## src/rtl/serial_tx_if.sv

```systemverilog
//============================================================================
// Module   : serial_tx_if
// Purpose  : Load handshake and serial line bundle for serial_tx.
// Revision : 1.0 - initial release
//============================================================================
`default_nettype none

interface serial_tx_if #(
  parameter int DATA_WIDTH = 8
);
  logic [DATA_WIDTH-1:0] data_in;
  logic                  load;
  logic                  ready;
  logic                  busy;
  logic                  tx;
  logic                  done;

  modport master (
    output data_in, load,
    input  ready, busy, tx, done
  );

  modport slave (
    input  data_in, load,
    output ready, busy, tx, done
  );
endinterface

`default_nettype wire

```

## src/rtl/serial_tx.sv

```systemverilog
//============================================================================
// Module   : serial_tx
// Purpose  : Parallel-load frame transmitter: start bit, LSB-first data, stop bit.
// Revision : 1.0 - initial release
//============================================================================
`default_nettype none

module serial_tx #(
  parameter int DATA_WIDTH   = 8,
  parameter int CLKS_PER_BIT = 4
) (
  input  wire           clk,
  input  wire           rst,
  serial_tx_if.slave    bus
);

  localparam int TIMER_W = (CLKS_PER_BIT > 1) ? $clog2(CLKS_PER_BIT) : 1;
  localparam int INDEX_W = (DATA_WIDTH > 1) ? $clog2(DATA_WIDTH) : 1;
  localparam logic [TIMER_W-1:0] LAST_TICK = TIMER_W'(CLKS_PER_BIT - 1);
  localparam logic [INDEX_W-1:0] LAST_BIT  = INDEX_W'(DATA_WIDTH - 1);

  typedef enum logic [1:0] {
    IDLE  = 2'd0,
    START = 2'd1,
    DATA  = 2'd2,
    STOP  = 2'd3
  } state_t;

  state_t                state;
  logic [DATA_WIDTH-1:0] shift_reg;
  logic [DATA_WIDTH-1:0] shift_next;
  logic [TIMER_W-1:0]    bit_timer;
  logic [INDEX_W-1:0]    bit_index;
  logic                  tx_reg;
  logic                  busy_reg;
  logic                  done_reg;

  assign shift_next = shift_reg >> 1;

  always_ff @(posedge clk or posedge rst) begin
    if (rst) begin
      state     <= IDLE;
      shift_reg <= '0;
      bit_timer <= '0;
      bit_index <= '0;
      tx_reg    <= 1'b1;
      busy_reg  <= 1'b0;
      done_reg  <= 1'b0;
    end else begin
      done_reg <= 1'b0;
      case (state)
        IDLE: begin
          tx_reg   <= 1'b1;
          busy_reg <= 1'b0;
          if (bus.load) begin
            shift_reg <= bus.data_in;
            bit_timer <= '0;
            bit_index <= '0;
            tx_reg    <= 1'b0;
            busy_reg  <= 1'b1;
            state     <= START;
          end
        end
        START: begin
          if (bit_timer == LAST_TICK) begin
            bit_timer <= '0;
            tx_reg    <= shift_reg[0];
            state     <= DATA;
          end else begin
            bit_timer <= bit_timer + 1'b1;
          end
        end
        DATA: begin
          if (bit_timer == LAST_TICK) begin
            bit_timer <= '0;
            if (bit_index == LAST_BIT) begin
              tx_reg <= 1'b1;
              state  <= STOP;
            end else begin
              // tx is registered, so present the post-shift bit 0 now
              shift_reg <= shift_next;
              bit_index <= bit_index + 1'b1;
              tx_reg    <= shift_next[0];
            end
          end else begin
            bit_timer <= bit_timer + 1'b1;
          end
        end
        STOP: begin
          if (bit_timer == LAST_TICK) begin
            bit_timer <= '0;
            busy_reg  <= 1'b0;
            done_reg  <= 1'b1;
            state     <= IDLE;
          end else begin
            bit_timer <= bit_timer + 1'b1;
          end
        end
        default: state <= IDLE;
      endcase
    end
  end

  assign bus.ready = (state == IDLE);
  assign bus.busy  = busy_reg;
  assign bus.tx    = tx_reg;
  assign bus.done  = done_reg;

endmodule

`default_nettype wire

```

## src/flat_wrapper.sv

```systemverilog
// flat-port wrapper written by rule: the top's interface ports become plain ports
module serial_tx_flat 
#(
  parameter int DATA_WIDTH   = 8,
  parameter int CLKS_PER_BIT = 4
)
  (clk, rst, bus_data_in, bus_load, bus_ready, bus_busy, bus_tx, bus_done);
  serial_tx_if #(.DATA_WIDTH(DATA_WIDTH)) bus_i ();
  input  wire clk;
  input  wire rst;
  input wire logic [$bits(bus_i.data_in)-1:0] bus_data_in;
  input wire logic [$bits(bus_i.load)-1:0] bus_load;
  output wire logic [$bits(bus_i.ready)-1:0] bus_ready;
  output wire logic [$bits(bus_i.busy)-1:0] bus_busy;
  output wire logic [$bits(bus_i.tx)-1:0] bus_tx;
  output wire logic [$bits(bus_i.done)-1:0] bus_done;
  assign bus_i.data_in = bus_data_in;
  assign bus_i.load = bus_load;
  assign bus_ready = bus_i.ready;
  assign bus_busy = bus_i.busy;
  assign bus_tx = bus_i.tx;
  assign bus_done = bus_i.done;
  serial_tx #(.DATA_WIDTH(DATA_WIDTH), .CLKS_PER_BIT(CLKS_PER_BIT)) u_core (.clk(clk), .rst(rst), .bus(bus_i));
endmodule
```

## config.mk

```make
export PLATFORM = sky130hd
export DESIGN_NAME = serial_tx_flat
export DESIGN_NICKNAME = d
export VERILOG_FILES = /design/src/rtl/serial_tx_if.sv /design/src/rtl/serial_tx.sv /design/src/flat_wrapper.sv
export SDC_FILE = /design/constraint.sdc
export NUM_CORES = 1
export LEC_CHECK = 0
export ABC_AREA = 0
export BUFFER_PORTS_ARGS = -buffer_cell sky130_fd_sc_hd__buf_2
export CORE_UTILIZATION = 53
export DETAILED_ROUTE_END_ITERATION = 8
export PLACE_DENSITY = 0.76
export SLEW_MARGIN = 20
export SYNTH_ARGS = -nofsm -noshare
export SYNTH_HDL_FRONTEND = slang
export SYNTH_SLANG_ARGS = --single-unit
```

## constraint.sdc

```tcl
create_clock -name clk -period 4.8 [get_ports clk]
set_input_delay 0.24 -clock clk [delete_from_list [all_inputs] [get_ports clk]]
set_output_delay 0.24 -clock clk [all_outputs]
set_load 0.1 [all_outputs]
```

==> results of run 1 <==
==> worst max path at each step <==
| stage | start | depth (start not counted) | to | slack, ps |
|---|---|---|---|---|
| 2_1_floorplan | u_core.state[0]$_DFFE_PP0P_ | 6 | u_core.shift_reg[0]$_DFFE_PP0P_ | 2430 |
| 3_3_place_gp | u_core.state[0]$_DFFE_PP0P_ | 5 | u_core.shift_reg[2]$_DFFE_PP0P_ | 2380 |
| 3_5_place_dp | u_core.state[0]$_DFFE_PP0P_ | 5 | u_core.shift_reg[2]$_DFFE_PP0P_ | 2240 |
| 4_1_cts | u_core.state[0]$_DFFE_PP0P_ | 5 | u_core.shift_reg[2]$_DFFE_PP0P_ | 2220 |
| 5_1_grt | u_core.state[0]$_DFFE_PP0P_ | 5 | u_core.shift_reg[2]$_DFFE_PP0P_ | 2020 |
| 6_report | u_core.state[0]$_DFFE_PP0P_ | 5 | u_core.shift_reg[2]$_DFFE_PP0P_ | 2250 |
==> worst max-delay path, stage by stage (launching register included) <==
cell and delay, ps:
sky130_fd_sc_hd__dfrtp_1 410, sky130_fd_sc_hd__inv_1 130, sky130_fd_sc_hd__ha_1 510, sky130_fd_sc_hd__nor2_1 120, sky130_fd_sc_hd__a211oi_2 850, sky130_fd_sc_hd__mux2_2 420
==> through the flow <==
| step | cell area (sq um) | hold WS (ps) | setup slack (ps) | power (mW) | util, % |
|---|---|---|---|---|---|
| after floorplan | 1010 | 178 | 2430 | 0.722 | - |
| after global placement | 1100 | 359 | 2380 | 0.773 | 62.2 |
| after detailed placement | 1100 | 379 | 2240 | 0.790 | 62.2 |
| after CTS | 1130 | 51.5 | 2220 | 0.885 | 64.3 |
| after global routing | 1130 | 91.8 | 2020 | 0.942 | 64.3 |
| final | 1130 | 29.2 | 2250 | 0.879 | 64.3 |
==> area by class of cell <==
type	count	area share, %
Multi-Input combinational cell	55	45.4
Sequential cell	18	39.8
Timing Repair Buffer	14	6.18
Clock buffer	4	3.20
Inverter	8	2.65
Tap cell	25	2.76
==> kinds of logic after synthesis <==
logic type | share of synthesized area, %
compound gates | 9.64
fa+ha+maj | 9.89
buf+inv | 4.57
flops | 44.6
mux | 21.0
simple gates | 10.3
==> layer usage <==
| metal | GRT usage, % | up-vias | routed length [um] |
|---|---|---|---|
| met3 | 3.97 | 2 | 43 |
| met4 | 8.24 | 0 | 12 |
| li1 | - | 325 | - |
| met5 | 0 | - | 0 |
| met2 | 26.3 | 9 | 760 |
| met1 | 26.3 | 320 | 836 |
==> power groups by stage <==
stage,clock network (mW),registers [mW],logic [mW]
floorplan,0,0.327,0.396
global placement,0,0.263,0.509
detailed placement,0,0.268,0.522
global route,0.101,0.272,0.569
finish,0.0912,0.265,0.522
CTS,0.0949,0.265,0.526
==> cell usage in the layout, fill, tap and decap left out, types with 2 or more instances in the layout <==
cell type / n
sky130_fd_sc_hd__nor2_1: 2
sky130_fd_sc_hd__nand2_1: 3
sky130_fd_sc_hd__mux2_4: 6
sky130_fd_sc_hd__buf_2: 14
sky130_fd_sc_hd__ha_1: 8
sky130_fd_sc_hd__nor3_1: 3
sky130_fd_sc_hd__mux2_2: 10
sky130_fd_sc_hd__o2bb2ai_1: 2
sky130_fd_sc_hd__clkbuf_4: 3
sky130_fd_sc_hd__inv_1: 8
sky130_fd_sc_hd__dfrtp_1: 17
sky130_fd_sc_hd__o21ai_0: 3
==> load_flow_metrics.sql, run 1 <==
INSERT INTO impl_metrics (metric_group, metric, value, unit) VALUES
('drt', 'routed-via-count', '656', ''),
('synth', 'yosys.cell_count.top_type', 'sky130_fd_sc_hd__dfrtp_1', ''),
('global_routing', 'grt_util_all_layers', '18.3', '%'),
('drt', 'post_drt_via_cell_ratio', '5.29', ''),
('placement', 'placedCellCount', '120', ''),
('floorplan', 'row_count', '15', ''),
('clock_tree', 'cts_tree', 'yes', ''),
('sta', 'totalNegativeSetupSlack', '0', 'ps'),
('synth', 'net_count_synth', '102', ''),
('clock_tree', 'cts.repair_timing.setup_buffer_count', '0', ''),
('drt', 'drt_iter0_markers', '7', ''),
('power_and_ir_drop', 'cell_area_power_density', '775', 'nW/um^2'),
('placement', 'place_congestion', '0.838', ''),
('power_and_ir_drop', 'sequential_share_of_power', '30.2', '%'),
('floorplan', 'die_h', '45.7', 'um'),
('placement', 'port_buf_inserts', '14', ''),
('setup_path', 'path_max_fanout', '14', ''),
('layout', 'layout-drive-gt1-share', '40.4', '%'),
('power_and_ir_drop', 'power.ir.vdd_worst', '538', 'uV'),
('synth', 'leading_cell_types_by_count_after_synthesis', 'sky130_fd_sc_hd__dfrtp_1 (17), sky130_fd_sc_hd__mux2_2 (10), sky130_fd_sc_hd__ha_1 (8), sky130_fd_sc_hd__inv_1 (8), sky130_fd_sc_hd__mux2_4 (6)', ''),
('run_status', 'status', 'complete, no violations', ''),
('power_and_ir_drop', 'power_report.internal_total', '0.500', 'mW'),
('synth', 'ys_types', '31', ''),
('setup_path', 'criticalPathCategory', 'reg2reg', ''),
('sta', 'max_frequency', '392', 'MHz'),
('drt', 'drt-pass1-iter-count', '4', ''),
('synth', 'netlist.top_cell.by_area', 'sky130_fd_sc_hd__dfrtp_1', ''),
('clock_tree', 'clock_tree.buffer_depth', '2', ''),
('drt', 'wl_per_cell', '13.3', 'um'),
('setup_path', 'worst_setup_path_start_kind', 'flop', ''),
('synth', 'postSynthAreaPerCell', '12.2', 'sq um'),
('sta', 'period_needed', '2550', 'ps'),
('global_routing', 'grt_pass1_wl', '2750', 'um'),
('drt', 'remaining_drc_errors', '0', ''),
('synth', 'synth_enable_flop_cells', '0', ''),
('synth', 'number_of_synthesized_register_bits', '18', ''),
('sta', 'fin_worst_skew', '3.31', 'ps'),
('setup_path', 'reg2reg_from', 'u_core.state[0]$_DFFE_PP0P_', ''),
('setup_path', 'worstReg2RegEnd', 'u_core.shift_reg[2]$_DFFE_PP0P_', ''),
('floorplan', 'io_pins', '15', ''),
('drt', 'route.final.wire_length', '1650', 'um'),
('clock_tree', 'cts_made_buffers', '3', ''),
('synth', 'synth_area_leaders', 'sky130_fd_sc_hd__dfrtp_1 (42%), sky130_fd_sc_hd__mux2_2 (11%), sky130_fd_sc_hd__ha_1 (9.9%)', ''),
('clock_tree', 'cts_hold_repair.buffers', '0', ''),
('layout', 'final-seq-area', '452', 'sq um'),
('clock_tree', 'clock_pin_transition_on_the_worst_setup_and_hold_timing_paths', '100', 'ps'),
('sta', 'timing.final.setup_violations', '0', ''),
('setup_path', 'endpoint_kind', 'flop', ''),
('power_and_ir_drop', 'power.combinational.fraction', '59.4', '%'),
('power_and_ir_drop', 'clkPwrFrac', '10.4', '%'),
('synth', 'syn_area', '1010', 'sq um'),
('min_path', 'hold_path_class', 'in2async', ''),
('placement', 'place.detailed.hpwl', '1230', 'um'),
('global_routing', 'vias_in_the_first_global_route', '627', ''),
('floorplan', 'chipWidth', '45.7', 'um'),
('clock_tree', 'clk_latency', '290', 'ps'),
('global_routing', 'largest_net_degree_at_the_start_of_global_routing', '19', ''),
('floorplan', 'core_area', '1760', 'sq um'),
('layout', 'nNetsFinal', '119', ''),
('layout', 'number_of_fillers_in_the_final_layout', '158', ''),
('power_and_ir_drop', 'power.net_switching', '0.379', 'mW'),
('layout', 'multiInputGateArea', '514', 'sq um'),
('sta', 'worstMarginPinSlew', '1010', 'ps'),
('layout', 'n_antenna_cell', '0', ''),
('layout', 'layout-area-overhead-vs-synth', '12.0', '%'),
('power_and_ir_drop', 'power.switching_fraction', '43.1', '%'),
('sta', 'rsz0062_at_grt', 'no', ''),
('sta', 'drv_slew', '0', ''),
('power_and_ir_drop', 'power_leakage', '0.544', 'nW'),
('synth', 'syn-instance-count', '83', ''),
('synth', 'synthesis.yosys.warnings', '0', '');
(Power assumes the default switching activity.)
==> run 2: changes to the inputs <==
CORE_UTILIZATION = 49   (was 53)
PLACE_DENSITY = 0.74   (was 0.76)
clock period = 2.2 ns   (was 4.8 ns; I/O delays follow)
==> load_flow_metrics.sql, run 2 (synthesis results as in run 1) <==
INSERT INTO impl_metrics (metric_group, metric, value, unit) VALUES
('run_status', 'status', 'complete, no violations', ''),
('layout', 'layout_commonest_cell', 'sky130_fd_sc_hd__dfrtp_1', ''),
('drt', 'route.final.wire_length', '1840', 'um'),
('placement', 'placedCellCount', '124', ''),
('sta', 'period_needed', '1960', 'ps'),
('min_path', 'whs_endpoint', 'u_core.shift_reg[7]$_DFFE_PP0P_', ''),
('drt', 'post_drt_via_cell_ratio', '5.33', ''),
('clock_tree', 'cts_made_buffers', '3', ''),
('clock_tree', 'clk_latency', '300', 'ps'),
('floorplan', 'floorplan.initialDensity', '52.1', '%'),
('setup_path', 'worst_setup_path_start_kind', 'flop', ''),
('sta', 'max-slew-margin-rel', '55.4', '%'),
('sta', 'hold_ws', '74.0', 'ps'),
('placement', 'port_buf_inserts', '14', ''),
('setup_path', 'timing.reg2reg.setup_slack', '240', 'ps'),
('global_routing', 'grt_overflow_total', '0', ''),
('run', 'max_cap_viol_count', '0', ''),
('power_and_ir_drop', 'cell_area_power_density', '1710', 'nW/um^2'),
('drt', 'drt_iter0_markers', '14', ''),
('layout', 'layout_common_cells', 'sky130_fd_sc_hd__dfrtp_1 (17), sky130_fd_sc_hd__buf_2 (14), sky130_fd_sc_hd__mux2_2 (10)', ''),
('drt', 'remaining_drc_errors', '0', ''),
('setup_path', 'reg2reg_from', 'u_core.bit_index[0]$_DFFE_PP0P_', ''),
('min_path', 'hold_path_class', 'in2reg', ''),
('global_routing', 'grt_antenna_before_repair', '0', ''),
('power_and_ir_drop', 'power.ir.vdd_worst', '1160', 'uV'),
('layout', 'finalNonFillerCells', '129', ''),
('layout', 'n_antenna_cell', '0', ''),
('min_path', 'min-delay-start', 'bus_data_in[7]', ''),
('placement', 'place_congestion', '0.717', ''),
('setup_path', 'worstReg2RegEnd', 'u_core.shift_reg[2]$_DFFE_PP0P_', ''),
('drt', 'wl_per_cell', '14.3', 'um'),
('floorplan', 'chipWidth', '47.5', 'um'),
('clock_tree', 'clock_tree.buffer_depth', '2', ''),
('layout', 'layout-drive-gt1-share', '42.2', '%'),
('setup_path', 'endpoint_kind', 'flop', ''),
('layout', 'layout-area-overhead-vs-synth', '15.0', '%'),
('global_routing', 'vias_in_the_first_global_route', '627', ''),
('sta', 'max_frequency', '511', 'MHz'),
('global_routing', 'grt_util_all_layers', '19.6', '%'),
('floorplan', 'fp.dieArea', '2250', 'sq um'),
('floorplan', 'io_pins', '15', ''),
('sta', 'drv_slew', '0', ''),
('clock_tree', 'cts_max_level', '1', ''),
('layout', 'nNetsFinal', '122', ''),
('global_routing', 'largest_net_degree_at_the_start_of_global_routing', '19', ''),
('clock_tree', 'clock-sinks', '18', ''),
('clock_tree', 'cell_at_the_root_of_the_clock_tree', 'sky130_fd_sc_hd__clkbuf_4', ''),
('sta', 'final_hold_viol_count', '0', ''),
('min_path', 'holdPathStages', '3', ''),
('global_routing', 'grt_pass1_wl', '2950', 'um'),
('setup_path', 'path_max_fanout', '11', ''),
('drt', 'routed-via-count', '688', ''),
('drt', 'drt-pass1-iter-count', '4', ''),
('floorplan', 'core_area', '1940', 'sq um'),
('setup_path', 'worst-endpoint-required', '2400', 'ps'),
('sta', 'timing.final.setup_violations', '0', ''),
('drt', 'antenna_left', '0', ''),
('floorplan', 'die_h', '47.5', 'um'),
('setup_path', 'worst-endpoint-arrival', '2160', 'ps'),
('clock_tree', 'cts.repair_timing.setup_buffer_count', '0', ''),
('floorplan', 'row_count', '16', ''),
('sta', 'min_period_over_period', '88.9', '%'),
('clock_tree', 'clock_pin_transition_on_the_worst_setup_and_hold_timing_paths', '110', 'ps'),
('clock_tree', 'cts_tree', 'yes', ''),
('sta', 'totalNegativeSetupSlack', '0', 'ps'),
('setup_path', 'cell_count_of_the_worst_reg_to_reg_path', '6', ''),
('setup_path', 'criticalPathCategory', 'reg2reg', ''),
('layout', 'largest_reg_flops', '8', ''),
('sta', 'rsz0062_at_grt', 'no', ''),
('clock_tree', 'cts_hold_repair.buffers', '1', ''),
('clock_tree', 'post_cts.resized_instances', '0', ''),
('placement', 'place.detailed.hpwl', '1370', 'um'),
('power_and_ir_drop', 'power_leakage', '0.557', 'nW'),
('sta', 'worstMarginPinSlew', '668', 'ps'),
('sta', 'fin_worst_skew', '2.25', 'ps');
[run 2: cell count changes in the layout (fill, tap and decap cells not counted)]
cell and delta:
sky130_fd_sc_hd__dlygate4sd3_1 +1, sky130_fd_sc_hd__buf_4 +2, sky130_fd_sc_hd__ha_2 +1, sky130_fd_sc_hd__ha_1 -1
[run 2: layer usage]
metal / share of wire [%] / wire length [um] / global-route usage [%] / up-vias
met5: 0 / 0 / 0 / -
met4: 1.7 / 32 / 8.57 / 0
met3: 3.1 / 57 / 3.40 / 4
met2: 46 / 850 / 30.4 / 16
met1: 49 / 901 / 26.8 / 337
li1: - / - / - / 331
[run 2: layout make-up]
type / count / area [sq um]
clock buffers: 4 / 36.3
well taps: 27 / 33.8
repair buffers: 17 / 95.1
fillers: 174 / 778
multi-input cells: 55 / 517
inverters: 8 / 30.0
flip-flops and latches: 18 / 452
[run 2: worst max-delay path by stage]
stage	startpoint	cells past startpoint	end
2_1_floorplan	u_core.state[0]$_DFFE_PP0P_	6	u_core.shift_reg[0]$_DFFE_PP0P_
3_3_place_gp	u_core.bit_index[0]$_DFFE_PP0P_	6	u_core.shift_reg[2]$_DFFE_PP0P_
3_5_place_dp	u_core.bit_index[0]$_DFFE_PP0P_	6	u_core.shift_reg[2]$_DFFE_PP0P_
4_1_cts	u_core.bit_index[0]$_DFFE_PP0P_	6	u_core.shift_reg[2]$_DFFE_PP0P_
5_1_grt	u_core.bit_index[0]$_DFFE_PP0P_	6	u_core.shift_reg[2]$_DFFE_PP0P_
6_report	u_core.bit_index[0]$_DFFE_PP0P_	6	u_core.shift_reg[2]$_DFFE_PP0P_
[run 2: critical path: stages (launching register included)]
cell	delay, ps
sky130_fd_sc_hd__dfrtp_1	410
sky130_fd_sc_hd__ha_1	200
sky130_fd_sc_hd__ha_1	220
sky130_fd_sc_hd__nand2b_2	210
sky130_fd_sc_hd__a211oi_2	220
sky130_fd_sc_hd__buf_4	240
sky130_fd_sc_hd__mux2_2	350
[run 2: stage by stage]
step           area [sq um]  power, mW  setup slack [ps]  utilization (%)
3_3_place_gp           1120       1.72               327             57.5
3_5_place_dp           1120       1.78               271             57.5
2_1_floorplan          1010       1.58               172                -
6_report               1160       1.99               245             59.9
5_1_grt                1160       2.11               181             59.9
4_1_cts                1160       2.00               250             59.9
[run 2: report_power, final]
part / switching, mW / leakage, nW / internal [mW]
clock: 0.109 / 0.0210 / 0.101
sequential: 0.0910 / 0.223 / 0.490
combinational: 0.664 / 0.313 / 0.531
total: 0.864 / 0.557 / 1.12
